<file path="src/rtl/mem_arb.sv">
// Memory arbiter/sequencer between the LC-3 CPU port and a DMA/loader port.
// One access at a time, fixed wait-state window, alternating priority on contention.
module mem_arb #(
   parameter int unsigned WAIT_CYC = 2,
   parameter int unsigned AW       = 16,
   parameter int unsigned DW       = 16
) (
   input  logic          clk,
   input  logic          rst_n,
   input  logic          cpu_en,
   input  logic          cpu_we,
   input  logic [AW-1:0] cpu_addr,
   input  logic [DW-1:0] cpu_wdata,
   output logic [DW-1:0] cpu_rdata,
   output logic          cpu_ready,
   input  logic          dma_req,
   input  logic          dma_we,
   input  logic [AW-1:0] dma_addr,
   input  logic [DW-1:0] dma_wdata,
   output logic [DW-1:0] dma_rdata,
   output logic          dma_ack,
   output logic          mem_ce,
   output logic          mem_we,
   output logic [AW-1:0] mem_addr,
   output logic [DW-1:0] mem_wdata,
   input  logic [DW-1:0] mem_rdata,
   output logic          busy
);

   typedef enum logic [1:0] {StIdle, StAccess, StDone} state_e;

   localparam logic       GntCpu  = 1'b0;
   localparam logic       GntDma  = 1'b1;
   localparam logic [3:0] LastCnt = 4'(WAIT_CYC - 1);

   state_e        state_q, state_d;
   logic          gnt_q, gnt_d;
   logic          we_q, we_d;
   logic [AW-1:0] addr_q, addr_d;
   logic [DW-1:0] wdata_q, wdata_d;
   logic [3:0]    cnt_q, cnt_d;
   logic [DW-1:0] rdata_q, rdata_d;
   logic          last_gnt_q, last_gnt_d;
   logic          pick_dma;

   always_ff @(posedge clk or negedge rst_n) begin
      if (!rst_n) begin
         state_q    <= StIdle;
         gnt_q      <= GntCpu;
         we_q       <= 1'b0;
         addr_q     <= '0;
         wdata_q    <= '0;
         cnt_q      <= '0;
         rdata_q    <= '0;
         last_gnt_q <= GntDma;
      end else begin
         state_q    <= state_d;
         gnt_q      <= gnt_d;
         we_q       <= we_d;
         addr_q     <= addr_d;
         wdata_q    <= wdata_d;
         cnt_q      <= cnt_d;
         rdata_q    <= rdata_d;
         last_gnt_q <= last_gnt_d;
      end
   end

   always_comb begin
      state_d    = state_q;
      gnt_d      = gnt_q;
      we_d       = we_q;
      addr_d     = addr_q;
      wdata_d    = wdata_q;
      cnt_d      = cnt_q;
      rdata_d    = rdata_q;
      last_gnt_d = last_gnt_q;
      // DMA wins if alone, or on contention when the CPU was served last.
      pick_dma   = dma_req && (!cpu_en || (last_gnt_q == GntCpu));
      unique case (state_q)
         StIdle: begin
            if (cpu_en || dma_req) begin
               gnt_d   = pick_dma ? GntDma : GntCpu;
               we_d    = pick_dma ? dma_we : cpu_we;
               addr_d  = pick_dma ? dma_addr : cpu_addr;
               wdata_d = pick_dma ? dma_wdata : cpu_wdata;
               cnt_d   = '0;
               state_d = StAccess;
            end
         end
         StAccess: begin
            cnt_d = cnt_q + 4'd1;
            if (cnt_q == LastCnt) begin
               if (!we_q) rdata_d = mem_rdata;
               state_d = StDone;
            end
         end
         StDone: begin
            last_gnt_d = gnt_q;
            state_d    = StIdle;
         end
         default: state_d = StIdle;
      endcase
   end

   always_comb begin
      mem_ce    = 1'b0;
      mem_we    = 1'b0;
      cpu_ready = 1'b0;
      dma_ack   = 1'b0;
      unique case (state_q)
         StIdle: ;
         StAccess: begin
            mem_ce = 1'b1;
            mem_we = we_q;
         end
         StDone: begin
            cpu_ready = (gnt_q == GntCpu);
            dma_ack   = (gnt_q == GntDma);
         end
         default: ;
      endcase
   end

   assign busy      = (state_q != StIdle);
   assign mem_addr  = addr_q;
   assign mem_wdata = wdata_q;
   assign cpu_rdata = rdata_q;
   assign dma_rdata = rdata_q;

endmodule

</file>
<file path="config.mk">
export PLATFORM = sky130hd
export DESIGN_NAME = mem_arb
export DESIGN_NICKNAME = d
export VERILOG_FILES = /design/src/rtl/mem_arb.sv
export SDC_FILE = /design/constraint.sdc
export NUM_CORES = 1
export LEC_CHECK = 0
export BUFFER_PORTS_ARGS = -buffer_cell sky130_fd_sc_hd__buf_2
export CORE_MARGIN = 2
export CORE_UTILIZATION = 41
export CTS_BUF_LIST = sky130_fd_sc_hd__clkbuf_4
export DETAILED_ROUTE_END_ITERATION = 8
export PLACE_DENSITY_LB_ADDON = 0.05
export REMOVE_ABC_BUFFERS = 1
export SLEW_MARGIN = 25
export SYNTH_ARGS = -nofsm -noshare
export SYNTH_HDL_FRONTEND = slang
export SYNTH_SLANG_ARGS = --single-unit
</file>
<file path="constraint.sdc">
create_clock -name clk -period 2 [get_ports clk]
set_input_delay 0.2 -clock clk [delete_from_list [all_inputs] [get_ports clk]]
set_output_delay 0.2 -clock clk [all_outputs]
set_load 0.05 [all_outputs]
</file>
## Yosys cells after proc, flatten, opt, wreduce, memory -nomap -nowiden

Cells that the tools add are included.

| storage, ports and cells | value |
|---|---|
| input port bits | 86 |
| word-level logic and storage cells | 41 |
| output and inout port bits | 69 |
| register bits | 57 |

| operators by class | value |
|---|---|
| eq/ne operators | 5 |
| muxes and demuxes | 13 |
| bitwise operators | 3 |
| add/sub/neg operators | 1 |
| reductions and logical operators | 11 |

Operators by type and width:

| cell | number |
|---|---|
| 2-to-1 mux 16 bit | 2 |
| case mux 4 bit (2 select lines) | 1 |
| 2-to-1 mux 1 bit | 6 |
| AND reduction 2 bit | 3 |
| adder 4 x 1 -> 4 bit, second input constant | 1 |
| == test 4 x 1 -> 1 bit, second input constant | 1 |
| 2-to-1 mux 2 bit | 2 |
| 2-to-1 mux 4 bit | 1 |
| != test 2 bit, second input constant | 2 |
| case mux 2 bit (2 select lines) | 1 |
| nonzero test 2 bit | 2 |
| NOT 1 bit | 3 |
| AND reduction 3 bit | 1 |
| == test 2 x 1 -> 1 bit, second input constant | 1 |
| == test 2 bit, second input constant | 1 |
| logical NOT 2 bit | 1 |
| logical OR 1 bit | 2 |
| logical AND 1 bit | 1 |
| logical NOT 1 bit | 1 |

## Longest topological paths before layout

| logic depth | value |
|---|---|
| depth in word-level cells | 4 |
| gate-level depth with buffers | 7 |
| mapped depth without buffers | 5 |

## Worst setup path after synthesis

Ideal clock, no wire load.

| timing path | value |
|---|---|
| kind | register to register |
| from | reg cnt_q[1] |
| to | reg rdata_q[10] (netlist: cpu_rdata[10]) |
| buffers on the path | 2 |
| required time | 1.875 ns |
| library setup time | 0.125 ns |
| clock period less this slack | 1.933 ns |
| data arrival time | 1.808 ns |
| path slack | 0.067 ns |
| cell stages (with the launch flop) | 8 |
| cell sequence | dfrtp_1 -> inv_1 -> ha_1 -> or3b_4 -> or3_1 -> buf_6 -> buf_12 -> mux2_4 |

| between the ends | value |
|---|---|
| word-level cells in the longest chain between the ends | 2 |

RTL lines:

| element | line | source |
|---|---|---|
| from (decl) | 41 | `logic [3:0] cnt_q, cnt_d;` |
| from (signal assigned) | 62 | `cnt_q <= cnt_d;` |
| == test 4 x 1 -> 1 bit | 92 | `if (cnt_q == LastCnt) begin` |
| AND reduction 3 bit (no source line) | n/a |  |
| to (signal assigned) | 63 | `rdata_q <= rdata_d;` |
| to (decl) | 42 | `logic [DW-1:0] rdata_q, rdata_d;` |

No other way between the ends.
A chain may end at the register's enable or synchronous reset.

## Final worst setup path

Same ends and word-level chain as after synthesis.

==> reports/metrics.cfg <==
[route]
ant_nets = 0
vias_per_cell = 4.67
wl_mm = 5.76
wire_per_inst_um = 13.5
num_vias = 1988
dr.pass1.iters = 4
drc = 0
initialDrtViolationCount = 46

[cells_and_area]
drive_gt1_frac = 0.739
n_antenna_cell = 0
final_area_um2 = 3650
fillers = 599
area_growth_pct = 31.6
final_nets = 432

[setup_path]
crit_type = reg -> reg
crit_chain = inv_1 > ha_1 > or3b_4 > or3_1 > buf_12 > mux2_4
crit_path_max_fanout = 16
reg2reg_slack_ns = 0.06
reg2reg_depth = 6
cp_slowest_cell = dfrtp_1
required_ns = 2.26
reg2reg_to = cpu_rdata[10]
max_stage_delay_ns = 0.42
cp-start-kind = flip-flop
worstReg2RegStart = cnt_q[1]
crit_arrival_ns = 2.21
critPathLaunch = cnt_q[1]
cp-end-kind = flip-flop

[worst_hold_path]
whs_path_depth = 2
hold_class = in -> reg
min_to = cpu_rdata[6]
hp-start = mem_rdata[6]

[logic_synthesis]
yosys-top-cells-count = mux2_2, dfrtp_1, buf_4, mux2_4, nor2_1
ys_top_cells_by_area = dfrtp_1, mux2_2, mux2_4
synth_top_area_frac = 0.505
yosysTopAreaCell = dfrtp_1
ys.flop_type = dfrtp_1
synthArstFlopShare = 1.00
ys_types = 27
syn-instance-count = 199
synth.most_common_cell = mux2_2
avgSynthCellArea_um2 = 13.9
synth_edf_count = 0
yosysSeqAreaShare = 0.514
ys_ff_latch = 57
synth_warnings = 0
synth_area_um2 = 2780

[timing]
tightestPinTransition_ns = 0.306
finalClockSkew_ns = 0.0142
period_minus_slack_ns = 1.94
rsz0062_at_grt = no
setup_slack_ns = 0.0578
slew_headroom = 0.796
min_period_over_period = 0.971
setup_viol = 0
max_freq_mhz = 515
hold_viol = 0
report.final.slew_viol_count = 0

[floorplanning]
die_area_um2 = 7440
die_width_um = 86.3
core_area_um2 = 6460
pin_count = 155
start_util = 0.430
rows = 29
die_h_um = 86.3

[clock_network]
numCtsBuffers = 9
clk_latency_ns = 0.38
root_buffer = clkbuf_4
ctsResizeCount = 0
tritoncts = built
cts_hold_buf = 1
cts.sinks = 57
cts.path.max_buffers = 2
clkTransAtPathRegs_ns = 0.10
postCtsSetupRepairBufs = 0
htree_levels = 3

[global_routing]
antenna_found_initial = 0
globalRouteTotalUtil = 0.164
overflow = 0
grt_max_degree = 58
grt_pass1_wl_mm = 9.56
first_global_vias = 2088

[place]
dp_hpwl_mm = 4.27
place_congestion = 0.732
port_buffers = 154
placed_area_um2 = 3540
pre_cts_ws_ns = 0.0697

[status]
status = finished, final reports clean

[job]
max-cap-violations = 0

## worst max-delay path: cells and delay by family (launching register included)
family	cells	cell delay [ns]
adder cells (fa/ha/maj)	1	0.12
buffers and inverters	2	0.25
flip-flops	1	0.42
multiplexers	1	0.30
AND/OR/NAND/NOR	2	0.75
## how the worst max path moves through the flow
stage	end
4_1_cts	cpu_rdata[10]
3_5_place_dp	cpu_rdata[9]
3_3_place_gp	cpu_rdata[8]
5_1_grt	cpu_rdata[11]
6_report	cpu_rdata[10]
2_1_floorplan	cpu_rdata[10]
## metrics by stage
step | instances | hold WS, ns | utilization | TNS [ns]
finish | 426 | 0.0440 | 0.565 | 0
global route | 426 | 0.00390 | 0.565 | 0
CTS | 426 | 0.00947 | 0.565 | 0
detailed placement | 409 | 0.234 | 0.548 | 0
global placement | 409 | 0.230 | 0.548 | 0
floorplan | 172 | -0.0956 | - | -0.520
## placed cells by master, fill, tap and decap left out
cell type      count
inv_1              5
buf_4              3
nand2b_1           3
mux2_4            10
clkbuf_4          11
a21o_1             1
dlygate4sd3_1      1
or3_1              1
a21o_2             1
nor2_1             6
mux2_2            70
xor2_1             2
clkinv_2           3
ha_1               2
buf_12             3
nand3_1            1
dfstp_2            1
dfrtp_1           56
o22ai_1            3
a21bo_2            1
nand3b_1           1
mux2i_1            2
o21ai_0            1
clkinv_1           2
buf_2            154
or3b_4             1
nand2_1            3
o21a_1             1
## sequential cells by signal, indices dropped and copies added, names as in the netlist
| signal | cells |
|---|---|
| mem_addr | 16 |
| cpu_rdata | 16 |
| last_gnt_q | 1 |
| state_q | 2 |
| gnt_q | 1 |
| mem_wdata | 16 |
| cnt_q | 4 |
| we_q | 1 |
## kinds of logic (layout without fill, tap and decap cells)
group / count (synthesis) / count (layout) / share of synthesized area
compound gates: 8 / 8 / 0.0207
xor+xnor: 2 / 2 / 0.00631
fa+ha+maj: 2 / 2 / 0.00902
buf+inv: 32 / 182 / 0.0744
flops: 57 / 57 / 0.514
mux: 82 / 82 / 0.345
simple gates: 16 / 16 / 0.0298
## layer usage
layer / share of wire / vias up / global-route usage
li1: - / 961 / -
met1: 0.42 / 952 / 0.198
met2: 0.51 / 69 / 0.277
met3: 0.060 / 6 / 0.0457
met4: 0.010 / 0 / 0.0682
met5: 0 / - / 0
## layout make-up
class                           count  area, µm²  share of cell area
Timing Repair Buffer              161        863               0.236
Tap cell                           77       96.3              0.0264
Clock buffer                       11       82.6              0.0226
Clock inverter                      5       22.5             0.00617
Inverter                            5       18.8             0.00514
Multi-Input combinational cell    110       1140               0.312
Sequential cell                    57       1430               0.391
Power is not shown: default switching activity piles up to over one toggle a cycle in this logic, so the estimate is an artifact.
